--- src/rtl/pll_seq_pkg.sv ---
// Shared types and constants for the PLL lock sequencer.
package pll_seq_pkg;

    typedef enum logic [1:0] {
        HOLD   = 2'd0,
        STABLE = 2'd1,
        RUN    = 2'd2
    } pll_seq_state_t;

    localparam logic [7:0] LOST_CNT_MAX = 8'd255;

endpackage

--- src/rtl/sync_2ff.sv ---
// Generic two-flop synchroniser for a single-bit asynchronous input.
module sync_2ff #(
    parameter logic RESET_VAL = 1'b0
) (
    input  logic clk,
    input  logic reset_n,
    input  logic d,
    output logic q
);

    logic meta_q;

    always_ff @(posedge clk or negedge reset_n) begin
        if (!reset_n) begin
            meta_q <= RESET_VAL;
            q      <= RESET_VAL;
        end else begin
            meta_q <= d;
            q      <= meta_q;
        end
    end

endmodule

--- src/rtl/pll_lock_sequencer.sv ---
// Qualifies PLL lock, releases system reset after stable lock, generates a fractional clock enable.
// Define PLL_SEQ_LOST_CNT_EN to build the saturating lock-loss counter; otherwise lost_count is 0.
module pll_lock_sequencer
    import pll_seq_pkg::*;
#(
    parameter int unsigned           STABLE_CYCLES = 1024,
    parameter int unsigned           ACC_W         = 24,
    parameter logic [ACC_W-1:0]      PHASE_INC     = 24'd1251142
) (
    input  logic       clk,
    input  logic       reset_n,
    input  logic       pll_locked,
    output logic       sys_reset_n,
    output logic       clk_en,
    output logic       lock_lost,
    output logic [7:0] lost_count
);

    localparam int unsigned CNT_W = (STABLE_CYCLES > 2) ? $clog2(STABLE_CYCLES) : 1;
    localparam logic [CNT_W-1:0] CNT_LAST = CNT_W'(STABLE_CYCLES - 1);

    logic           lk;
    pll_seq_state_t state_q;
    logic [CNT_W-1:0] cnt_q;
    logic [ACC_W-1:0] acc_q;

    sync_2ff #(
        .RESET_VAL(1'b0)
    ) u_sync (
        .clk    (clk),
        .reset_n(reset_n),
        .d      (pll_locked),
        .q      (lk)
    );

    always_ff @(posedge clk or negedge reset_n) begin
        if (!reset_n) begin
            state_q     <= HOLD;
            cnt_q       <= '0;
            acc_q       <= '0;
            clk_en      <= 1'b0;
            sys_reset_n <= 1'b0;
            lock_lost   <= 1'b0;
        end else begin
            // Accumulator and strobe only advance while staying in RUN.
            lock_lost <= 1'b0;
            clk_en    <= 1'b0;
            acc_q     <= '0;
            case (state_q)
                HOLD: begin
                    sys_reset_n <= 1'b0;
                    cnt_q       <= '0;
                    if (lk) state_q <= STABLE;
                end
                STABLE: begin
                    if (!lk) begin
                        state_q <= HOLD;
                        cnt_q   <= '0;
                    end else if (cnt_q == CNT_LAST) begin
                        state_q     <= RUN;
                        sys_reset_n <= 1'b1;
                    end else begin
                        cnt_q <= cnt_q + CNT_W'(1);
                    end
                end
                RUN: begin
                    if (!lk) begin
                        state_q     <= HOLD;
                        sys_reset_n <= 1'b0;
                        lock_lost   <= 1'b1;
                        cnt_q       <= '0;
                    end else begin
                        {clk_en, acc_q} <= {1'b0, acc_q} + {1'b0, PHASE_INC};
                    end
                end
                default: begin
                    state_q     <= HOLD;
                    sys_reset_n <= 1'b0;
                    cnt_q       <= '0;
                end
            endcase
        end
    end

`ifdef PLL_SEQ_LOST_CNT_EN
    logic [7:0] lost_cnt_q;

    always_ff @(posedge clk or negedge reset_n) begin
        if (!reset_n) begin
            lost_cnt_q <= 8'd0;
        end else if (state_q == RUN && !lk && lost_cnt_q != LOST_CNT_MAX) begin
            lost_cnt_q <= lost_cnt_q + 8'd1;
        end
    end

    assign lost_count = lost_cnt_q;
`else
    assign lost_count = 8'd0;
`endif

endmodule

--- config.mk ---
export PLATFORM = sky130hd
export DESIGN_NAME = pll_lock_sequencer
export DESIGN_NICKNAME = d
export VERILOG_FILES = /design/src/rtl/pll_seq_pkg.sv /design/src/rtl/sync_2ff.sv /design/src/rtl/pll_lock_sequencer.sv
export SDC_FILE = /design/constraint.sdc
export NUM_CORES = 1
export LEC_CHECK = 0
export ABC_AREA = 1
export CAP_MARGIN = 20
export CORE_AREA = 2 2 85 71
export DETAILED_ROUTE_END_ITERATION = 10
export DIE_AREA = 0 0 87 73
export DONT_BUFFER_PORTS = 1
export SYNTH_ARGS = -nofsm -noshare
export SYNTH_HDL_FRONTEND = slang
export SYNTH_HIERARCHICAL = 1
export SYNTH_SLANG_ARGS = --single-unit
export TNS_END_PERCENT = 10
--- constraint.sdc ---
create_clock -name clk -period 1.2 [get_ports clk]
set_input_delay 0.3 -clock clk [delete_from_list [all_inputs] [get_ports clk]]
set_output_delay 0.3 -clock clk [all_outputs]
set_load 0.01 [all_outputs]
* Word level (Yosys, flattened, before mapping) *
Index checks and enable logic that the tools add are counted.

word-level totals
  register bits after elaboration = 41
  word-level logic and storage cells = 42

operators by class
  reductions and logical operators = 4
  eq/ne operators = 9
  multiplexer cells = 19
  add/sub/neg operators = 2

operator list
  kind                      count
  $mux W24                  2
  $mux W10                  3
  $add A24 B21 Y25 const B  1
  $pmux W10 S2              1
  $add A10 B1 Y10 const B   1
  $eq A10 B10 Y1 const B    1
  $mux W2                   4
  $mux W1                   7
  $ne A3 B3 Y1 const B      2
  $pmux W2 S3               1
  $reduce_and A3 Y1         2
  $ne A2 B1 Y1 const B      2
  $ne A2 B2 Y1 const B      2
  $eq A2 B1 Y1 const B      1
  $eq A2 B2 Y1 const B      1
  $logic_not A2 Y1          1
  $pmux W1 S2               1
  $reduce_and A2 Y1         1

* Depth between registers and ports, before layout *
  word-level depth = 4
  depth in mapped cells = 10
  mapped depth without buffers = 10

* Hierarchy *
The synthesis kept the hierarchy.

modules (own cells, without submodules)
  module              sequential area each (um^2)  cells each  area an instance (um^2)  times used
  pll_lock_sequencer  950.9                        340         2349.8                   1
  sync_2ff            50.0                         2           50.0                     1

* Least setup slack after synthesis *
OpenSTA, ideal clock, no wires.

  kind = flip-flop to flip-flop
  from = reg cnt_q[0]
  to = reg cnt_q[8]
  data required time = 1.117 ns
  setup time = 0.083 ns
  buffers on the path = 1
  slack = -0.140 ns
  cell stages (with the launch flop) = 9
  data arrival time = 1.258 ns
  period minus slack after synthesis = 1.340 ns
  cells stage by stage = dfrtp_1 -> ha_1 -> nand2_1 -> nor2_2 -> nand4_1 -> nand2_2 -> buf_6 -> nand2_1 -> o21ai_0

between the ends
  cells in the longest elaborated chain, start to end = 4
  elaborated cells on any way between the ends = 7

ends and longest elaborated chain
  item                    line                      source
  from (decl)             pll_lock_sequencer.sv:24  logic [CNT_W-1:0] cnt_q;
  from (signal assigned)  pll_lock_sequencer.sv:63  cnt_q <= cnt_q + CNT_W'(1);
  $add A10 B1 Y10         pll_lock_sequencer.sv:63
  $mux W10                pll_lock_sequencer.sv:59  end else if (cnt_q == CNT_LAST) begin
  $mux W10                pll_lock_sequencer.sv:56  if (!lk) begin
  $pmux W10 S2            pll_lock_sequencer.sv:49  case (state_q)

Several ways; a longest one is shown, not always the timed one. The select of a mux whose other input is x is not followed.
A chain may end at the register's enable or synchronous reset.

* Worst setup path in the final report *
  from = reg acc_q[16]
  to = reg acc_q[21]

between the ends
  cells in the longest elaborated chain, start to end = 3

ends and longest elaborated chain
  item                    line                      source
  from (decl)             pll_lock_sequencer.sv:25  logic [ACC_W-1:0] acc_q;
  from (signal assigned)  pll_lock_sequencer.sv:73  {clk_en, acc_q} <= {1'b0, acc_q} + {1'b0, PHASE_INC};
  $add A24 B21 Y25        pll_lock_sequencer.sv:73
  $mux W24                pll_lock_sequencer.sv:67  if (!lk) begin
  $mux W24                pll_lock_sequencer.sv:49

Every way passes these cells.

==> impl_metrics.tcl <==
set metrics [dict create \
    grt_max_degree 41 \
    vdd_drop_max_mv 0.428 \
    placed_cell_area_um2 2980 \
    cp-end-kind "flop" \
    p_total_uw 2590 \
    drc_errors 0 \
    crit_fanout 4 \
    fin_nets 428 \
    synth_edf_count 0 \
    avgSynthCellArea_um2 7.02 \
    setup_ws_ns -0.221 \
    setup_viol 32 \
    num_rows 25 \
    timing.fmax_ghz 0.704 \
    die_h_um 73 \
    fillers 507 \
    fin_cells 491 \
    viasPerCell 4.93 \
    wl_per_cell_um 12.9 \
    slew_violations 0 \
    timing.final.crit_share_pct 118 \
    worst_setup_path_start_kind "flop" \
    regToRegStartpoint "acc_q[16]$_DFF_PN0_" \
    ff2ff_path_depth 8 \
    initial_utilization_pct 42.9 \
    hpwlAfterDp_um 4560 \
    path_clk_slew_ns 0.09 \
    synth-seq-area-share_pct 41.7 \
    violations "negative hold slack, negative setup slack" \
    antennaDiodeCount 0 \
    fp.coreArea_um2 5600 \
    rr_endpoint "acc_q[21]$_DFF_PN0_" \
    antenna_found_initial 0 \
    fin_crit_ns 1.42 \
    reg2reg_slack_ns -0.22 \
    crit_type "flop to flop" \
    async_reset_ff_share_pct 100 \
    outcome "finished, violations left" \
    cp.arrival_ns 1.61 \
    routabilityCongestion 0.858 \
    synth_area_um2 2400 \
    grt_pass1_vias 2267 \
    synthCells 342 \
    clock-sinks 40 \
    powerDensity_nw_per_um2 774 \
    routed_wirelength_um 6330 \
    synth_seq_cells 40 \
    synth_top_area_cell "dfrtp_1" \
    synth_flop_cell "dfrtp_1" \
    grt_pass1_wl_um 10600 \
    hp-class "primary input to async pin" \
    dp_cells 475 \
    crit_start "acc_q[16]$_DFF_PN0_" \
    die_area_um2 6350 \
    worst_hold_slack_ns -0.310 \
    synth_warnings 6 \
    synth_area_leaders "dfrtp_1 (42%), nand2_1 (14%), nor2_1 (7.8%)" \
    yosysUniqueCellTypes 29 \
    drive_gt1_share_pct 37.7 \
    rsz0062_at_grt "true" \
    synth_commonest_cells "nand2_1 (87), nor2_1 (50), inv_1 (46), dfrtp_1 (40), nand3_1 (28)" \
    ctsRootBufferMaster "clkbuf_8" \
    p_leak_uw 0.00167 \
    synth.top_cell.area_share_pct 41.7 \
    first_pass_iters 4 \
    clk_path_buf_depth 2 \
    multi_input_area_um2 1360 \
    area_growth_syn_to_layout_pct 39.8 \
    grt_use_total_pct 21.3 \
    ant_nets 0 \
    seq_area_um2 1010 \
    overflow 0 \
    worstSetupEndpoint "acc_q[21]$_DFF_PN0_" \
    final_core_util_pct 59.9 \
    die-width_um 87 \
    cp.required_ns 1.39 \
    cts_tree "yes" \
    synth.most_common_cell "nand2_1" \
    num_vias 2420 \
    htree_levels 2 \
    io_pins 14 \
    drtIter0Drc 135 \
    finalHoldViolations 40 \
    drv_cap 0 \
    skew_ns 0.00744 \
    clkLatencyLatePin_ns 0.29 \
    final_area_um2 3350 \
    setup-tns-final_ns -4.35 \
    numPortBuffers 0 \
    cts_inserted_buffers 5 \
]
## per-stage QoR
step,setup WS [ns],hold slack (ns)
after global placement,-0.216,0.00571
after detailed placement,-0.249,0.00587
final,-0.221,-0.310
after floorplan,-0.0949,0.00441
after global routing,-0.318,-0.332
after CTS,-0.213,-0.318
## area by class of cell
type                       instances  area share (%)
clock buffer                       5            2.05
clock inverter                     3            1.27
inverter                          48            5.45
multi-input combinational        250            40.5
sequential                        40            30.0
tap                               67            2.50
timing repair buffer              78            18.2
## critical path: stages, from the launching register on
cell and delay [ns]:
dfrtp_2 0.46, inv_1 0.13, nand2_2 0.10, nor2_2 0.14, inv_1 0.06, nor2_1 0.12
nand3_2 0.12, a21oi_2 0.14, nor2_1 0.06
## logic make-up after synthesis
logic type,Yosys count,share of synthesized area (%)
DFF,40,41.7
and+or+nand+nor,194,35.6
adders and majority gates,2,1.04
buffers and inverters,59,11.0
other,1,0.156
AOI/OAI and AO/OA,46,10.5
## worst min path at each step
stage	slack, ns	start	endpoint	cells after the start
final	-0.31	reset_n	cnt_q[9]$_DFFE_PN0P_	0
after floorplan	0.004	reset_n	acc_q[10]$_DFF_PN0_	0
after detailed placement	0.006	reset_n	cnt_q[9]$_DFFE_PN0P_	0
after CTS	-0.32	reset_n	cnt_q[9]$_DFFE_PN0P_	0
after global routing	-0.33	reset_n	cnt_q[4]$_DFFE_PN0P_	0
after global placement	0.006	reset_n	cnt_q[9]$_DFFE_PN0P_	0
## registers in the layout, summed over array words and instances (netlist names)
signal	flops
cnt_q	10
state_q	2
acc_q	23
clk_en	1
lock_lost	1
u_sync/meta_q	1
sys_reset_n	1
u_sync/q	1
## power breakdown
group | internal (µW) | switching [µW] | total (µW)
Sequential | 1360 | 9.63 | 1370
Combinational | 36.1 | 54.6 | 90.7
Clock | 616 | 518 | 1130
## per-layer routing
layer | routed length, µm | global-route usage (%) | part of all wire, % | up-vias
met4 | 42 | 4.86 | 0.66 | 0
met2 | 2730 | 30.9 | 43 | 50
met3 | 304 | 4.41 | 4.8 | 4
met1 | 3250 | 32.5 | 51 | 1128
met5 | 0 | 0 | 0 | -
li1 | - | - | - | 1238
## cells in the final DEF (no fill, tap or decap), drive strengths merged
cell type | Yosys | final
dfrtp | 40 | 40
clkinv | 0 | 1
a21o | 1 | 1
nand3b | 1 | 1
a211oi | 1 | 1
clkinvlp | 0 | 1
or2 | 2 | 2
o21ai | 21 | 21
nor3 | 5 | 5
nor2 | 56 | 56
conb | 1 | 8
clkbuf | 0 | 5
nand3 | 28 | 28
nand2 | 89 | 89
o31ai | 1 | 1
a21oi | 20 | 20
nand4 | 11 | 11
buf | 11 | 78
inv | 48 | 48
ha | 2 | 2
bufinv | 0 | 1
a22oi | 1 | 1
a31oi | 1 | 1
nor3b | 1 | 1
and3 | 1 | 1
## what timing repair did
item                       in CTS  in global routing
pin swaps                      13                  9
gates resized for setup        41                 38
buffers inserted                4                  4
hold endpoints to repair       40                 40
setup endpoints to repair      32                 33
Note: power is estimated with default switching activity, not from simulation.
==> RTL change 1 (same flow settings) <==
The parameter `ACC_W` goes from 24 to 28.
--- a/src/rtl/pll_lock_sequencer.sv
+++ b/src/rtl/pll_lock_sequencer.sv
@@ -4,7 +4,7 @@
     import pll_seq_pkg::*;
 #(
     parameter int unsigned           STABLE_CYCLES = 1024,
-    parameter int unsigned           ACC_W         = 24,
+    parameter int unsigned           ACC_W         = 28,
     parameter logic [ACC_W-1:0]      PHASE_INC     = 24'd1251142
 ) (
     input  logic       clk,
Behaviour: same outputs for any inputs over 10 cycles, from zero or initial values and one cycle with reset_n low; that may be too few to reach the edited logic, so the function may still have changed.
==> RTL change 1 against the original RTL <==
The run still ends with hold timing, setup timing left. Sequential cell count is 4 higher. Synthesized area is 16% higher. Routed wire length is 13% higher. Combinational power is 4.4% higher. Worst setup slack worse by 0.019 ns. Global-route usage is 1.9 points higher. Total power is 6.8% higher. Clock skew is 0.0020 ns higher. Final area is 8.8% higher. Core utilization is 5.3 points higher. Via count is 11% higher. Fmax is 1.3% lower. Sequential share of layout area is 0.23 points higher. Critical path type unchanged. Highest routed layer unchanged.
==> RTL change 1: results (changes against the original RTL) <==
drive_gt1_share_pct: 33.5  # was 37.7%
routedWlPerCell_um: 13.1  # was 12.9 µm
cts_buffer_depth: 2  # unchanged
nNetsFinal: 482  # was 428
pre_cts_ws_ns: -0.323  # was -0.249 ns
placed_cells: 529  # was 475
grt_pass1_vias: 2429  # was 2267
finalSetupViolCount: 35  # was 32
viasPerCell: 4.94  # was 4.93
finClkSkew_ns: 0.00944  # was 0.00744 ns
grt_max_degree: 45  # was 41
p_clk_share_pct: 42.3  # was 43.7%
fin_ws_ns: -0.240  # was -0.221 ns
place.gp.congestion: 0.896  # was 0.858
nFillCells: 488  # was 507
hold_ws_ns: -0.319  # was -0.310 ns
fin_setup_tns_ns: -6.15  # was -4.35 ns
crit_arrival_ns: 1.67  # was 1.61 ns
yosysSeqAreaShare_pct: 39.6  # was 41.7%
port_buffers: 0  # unchanged
seqPwrFrac_pct: 54.3  # was 52.8%
grt_antenna_before_repair: 0  # unchanged
async_flop_share_pct: 100  # unchanged
dr.first_iter.drc_count: 259  # was 135
grtUsageMet2_pct: 31.8  # was 30.9%
violations: "hold timing, setup timing"  # unchanged
synthDistinctLibCells: 34  # was 29
clk_pin_slew_ns: 0.09  # about the same
p_leak_nw: 1.75  # was 1.67 nW
synth_area_leaders: "dfrtp_1 40%, nand2_1 16%, nor2_1 9.9%, inv_1 6.5%, nand3_1 4.5%"  # was dfrtp_1 42%, nand2_1 14%, nor2_1 7.8%, inv_1 7.2%, nand3_1 5.8%
n_antenna_cell: 0  # unchanged
h-tree-depth: 2  # unchanged
place_area_mm2: 0.00322  # was 0.00298 mm²
cts_root_buffer: "clkbuf_8"  # unchanged
synthCells: 410  # was 342
groute.usage.overall_pct: 23.2  # was 21.3%
ir_drop_mv: 0.717  # was 0.428 mV
met3_usage_pct: 3.73  # was 4.41%
grt_pass1_wl_um: 11500  # was 10600 µm
hpwl_um: 5190  # was 4560 µm
clock_insertion_delay_worst_skew_ns: 0.30
synth_common_cells: "117 x nand2_1, 73 x nor2_1, 48 x inv_1, 44 x dfrtp_1, 25 x nand3_1"  # was 87 x nand2_1, 50 x nor2_1, 46 x inv_1, 40 x dfrtp_1, 28 x nand3_1
p_sw_w: 0.000616  # was 0.000582 W
status: "finished, violations left"  # unchanged
firstDrtPassIters: 5  # was 4
hold_viol: 44  # was 40
reg_top3: "acc_q: 27 flops, cnt_q: 10 flops, state_q: 2 flops"  # was acc_q: 23 flops, cnt_q: 10 flops, state_q: 2 flops
vias: 2695  # was 2420
met1_usage_pct: 37.9  # was 32.5%
worstPathMaxFanout: 7  # was 4
[RTL change 1: cell types whose count changed after synthesis, sizes merged, moves of 3 or more]
cell	delta
nor2	+20
nand2	+37
nand4	-3
o21ai	+6
inv	+5
dfrtp	+4
nor3	-4
[RTL change 1: kinds of logic (layout without fill, tap and decap cells)]
group | after synthesis | count (layout) | synth area share (%)
AO/OA/AOI/OAI | 51 | 51 | 10.6
XOR/XNOR | 2 | 2 | 0.630
adder cells (fa/ha/maj) | 2 | 2 | 0.900
buffers and inverters | 68 | 128 | 11.1
flip-flops | 44 | 44 | 39.6
other | 1 | 8 | 0.135
AND/OR/NAND/NOR | 242 | 243 | 37.0
[RTL change 1: worst max-delay path, cell delays in order (launching register included)]
cell and delay, ns:
dfrtp_1 0.37, ha_2 0.19, nand2_2 0.07, nor2_4 0.09, nand2_2 0.08, nor2_4 0.16
nand3_4 0.13, nand2_4 0.17, nand2_2 0.06, o21ai_2 0.05
[RTL change 1: final cells by class]
cell class / count / area (µm²) / share of cell area (%)
clock buffers: 5 / 68.8 / 1.88
multi-input cells: 306 / 1640 / 45.0
flip-flops and latches: 44 / 1100 / 30.3
clock inverters: 3 / 46.3 / 1.27
inverters: 55 / 209 / 5.72
well taps: 67 / 83.8 / 2.30
repair buffers: 65 / 495 / 13.6
[RTL change 1: path summary, 6_finish.rpt]
kind	cells past startpoint	end	slack, ns	start
worst max register to register	9	cnt_q[8]$_DFFE_PN0P_	-0.24	cnt_q[1]$_DFFE_PN0P_
min in group clk	0	u_sync/meta_q$_DFF_PN0_	0.03	pll_locked
worst min register to register	0	u_sync/q$_DFF_PN0_	0.35	u_sync/meta_q$_DFF_PN0_
max in group asynchronous	0	acc_q[11]$_DFF_PN0_	1.41	reset_n
worst min-delay path	0	cnt_q[0]$_DFFE_PN0P_	-0.32	reset_n
worst max-delay path	9	cnt_q[8]$_DFFE_PN0P_	-0.24	cnt_q[1]$_DFFE_PN0P_
[RTL change 1: what timing repair did]
action                                  CTS  global route
resized for setup                        33            47
pin swaps                                 3            12
gates cloned                              0             1
hold endpoints to repair                 44            44
setup buffers                             2             5
endpoints found under the setup margin   37            41
[RTL change 1: layer usage]
| metal | wire, µm | share of wire, % | vias to the layer above |
|---|---|---|---|
| met5 | 0 | 0 | - |
| met4 | 46 | 0.64 | 0 |
| met3 | 271 | 3.8 | 7 |
| met2 | 2940 | 41 | 49 |
| met1 | 3890 | 54 | 1231 |
| li1 | - | - | 1408 |
[RTL change 1: stage by stage]
stage / hold slack, ns / total power (W)
after global placement: 0.00563 / 0.00162
after detailed placement: 0.00556 / 0.00162
final: -0.319 / 0.00277
after global routing: -0.349 / 0.00289
after floorplan: 0.00441 / 0.00160
after CTS: -0.326 / 0.00280
==> RTL change 2 (same flow settings) <==
Without the edit above. Re-encode `pll_seq_state_t` (3 states) as one-hot, 3 bits wide.
--- a/src/rtl/pll_seq_pkg.sv
+++ b/src/rtl/pll_seq_pkg.sv
@@ -1,10 +1,10 @@
 // Shared types and constants for the PLL lock sequencer.
 package pll_seq_pkg;
 
-    typedef enum logic [1:0] {
-        HOLD   = 2'd0,
-        STABLE = 2'd1,
-        RUN    = 2'd2
+    typedef enum logic [2:0] {
+        HOLD   = 3'b001,
+        STABLE = 3'b010,
+        RUN    = 3'b100
     } pll_seq_state_t;
 
     localparam logic [7:0] LOST_CNT_MAX = 8'd255;
Formal check against the unedited RTL: no difference found for any inputs over 10 cycles, from zero or initial values and one cycle with reset_n low; not proved beyond that.
==> RTL change 2 against the original RTL <==
Fmax down 3.1%. Die area unchanged. Routed wire length up 3.9%. Sequential share of layout area down 0.56 points. Global-route usage up 1.4 points. Synthesized area up 7.4%. The run still ends with hold timing, setup timing left. Worst setup slack worse by 0.045 ns. Sequential cell count up 1. Final area up 4.4%. Critical path depth down 1. Critical path type unchanged.
Power is not compared: it rests on default switching activity, and its combinational part moved more than twofold at a synthesized area within 25%.
==> RTL change 2: results (changes against the original RTL) <==
met3_usage_pct: 3.39  # was 4.41%
wl_met2_um: 2690  # was 2730 µm
met1_usage_pct: 36.4  # was 32.5%
fin_setup_tns_ns: -4.55  # was -4.35 ns
synthDistinctLibCells: 31  # was 29
crit_arrival_ns: 1.66  # was 1.61 ns
synth_compound_area_share_pct: 9.27  # was 10.5%
violations: "hold timing, setup timing"  # unchanged
wl_met1_um: 3440  # was 3250 µm
groute.usage.overall_pct: 22.8  # was 21.3%
vias: 2612  # was 2420
hold_viol: 41  # was 40
grt_max_degree: 42  # was 41
cts-resized-gates: 53  # was 41
final_cells: 520  # was 491
hold_ws_ns: -0.309  # was -0.310 ns
synth_area_leaders: "dfrtp_1 39%, nand2_1 14%, nor2_1 8.7%, inv_1 7.0%, nand3_1 6.8%"  # was dfrtp_1 42%, nand2_1 14%, nor2_1 7.8%, inv_1 7.2%, nand3_1 5.8%
reg_top3: "acc_q: 23 flops, cnt_q: 10 flops, state_q: 3 flops"  # was acc_q: 23 flops, cnt_q: 10 flops, state_q: 2 flops
finalSetupViolCount: 33  # was 32
grtUsageMet2_pct: 32.3  # was 30.9%
placed_cells: 508  # was 475
status: "finished, violations left"  # unchanged
fin_area_mm2: 0.00350  # was 0.00335 mm²
timing.rr.start: "acc_q[8]$_DFF_PN0_"  # was acc_q[16]$_DFF_PN0_
finClkSkew_ns: 0.00360  # was 0.00744 ns
place.gp.congestion: 0.938  # was 0.858
drive_gt1_share_pct: 34.2  # was 37.7%
yosysSeqAreaShare_pct: 39.9  # was 41.7%
synth_common_cells: "98 x nand2_1, 60 x nor2_1, 48 x inv_1, 40 x dfrtp_1, 35 x nand3_1"  # was 87 x nand2_1, 50 x nor2_1, 46 x inv_1, 40 x dfrtp_1, 28 x nand3_1
critPathMaxStageDelay_ns: 0.43  # was 0.46 ns
grt_pass1_wl_um: 11200  # was 10600 µm
synthAdderAreaFrac_pct: 0.971  # was 1.04%
worstPathMaxFanout: 3  # was 4
hpwl_um: 4900  # was 4560 µm
dr.first_iter.drc_count: 282  # was 135
synth_xor_area_share_pct: 0.340  # was 0%
grt_pass1_vias: 2411  # was 2267
fin_ws_ns: -0.266  # was -0.221 ns
==> RTL change 2: cell count changes after synthesis, sizes merged, moves of 3 or more <==
cell / delta
inv: +3
nand2: +12
a21oi: -3
nand3: +8
nand4: +4
nor2: +9
==> RTL change 2: area by class of cell <==
class / count / area [µm²]
flip-flops and latches: 41 / 1030
clock inverters: 3 / 46.3
fillers: 499 / 2100
well taps: 67 / 83.8
inverters: 51 / 194
multi-input cells: 277 / 1480
repair buffers: 76 / 603
clock buffers: 5 / 68.8
==> RTL change 2: final timing paths <==
check / endpoint / slack, ns
setup reg to reg: acc_q[23]$_DFF_PN0_ / -0.27
setup / recovery: acc_q[23]$_DFF_PN0_ / -0.27
hold / removal: acc_q[14]$_DFF_PN0_ / -0.31
hold reg to reg: u_sync/q$_DFF_PN0_ / 0.36
min in group clk: u_sync/meta_q$_DFF_PN0_ / 0.03
max in group asynchronous: state_q[0]$_DFFE_PN1P_ / 1.33
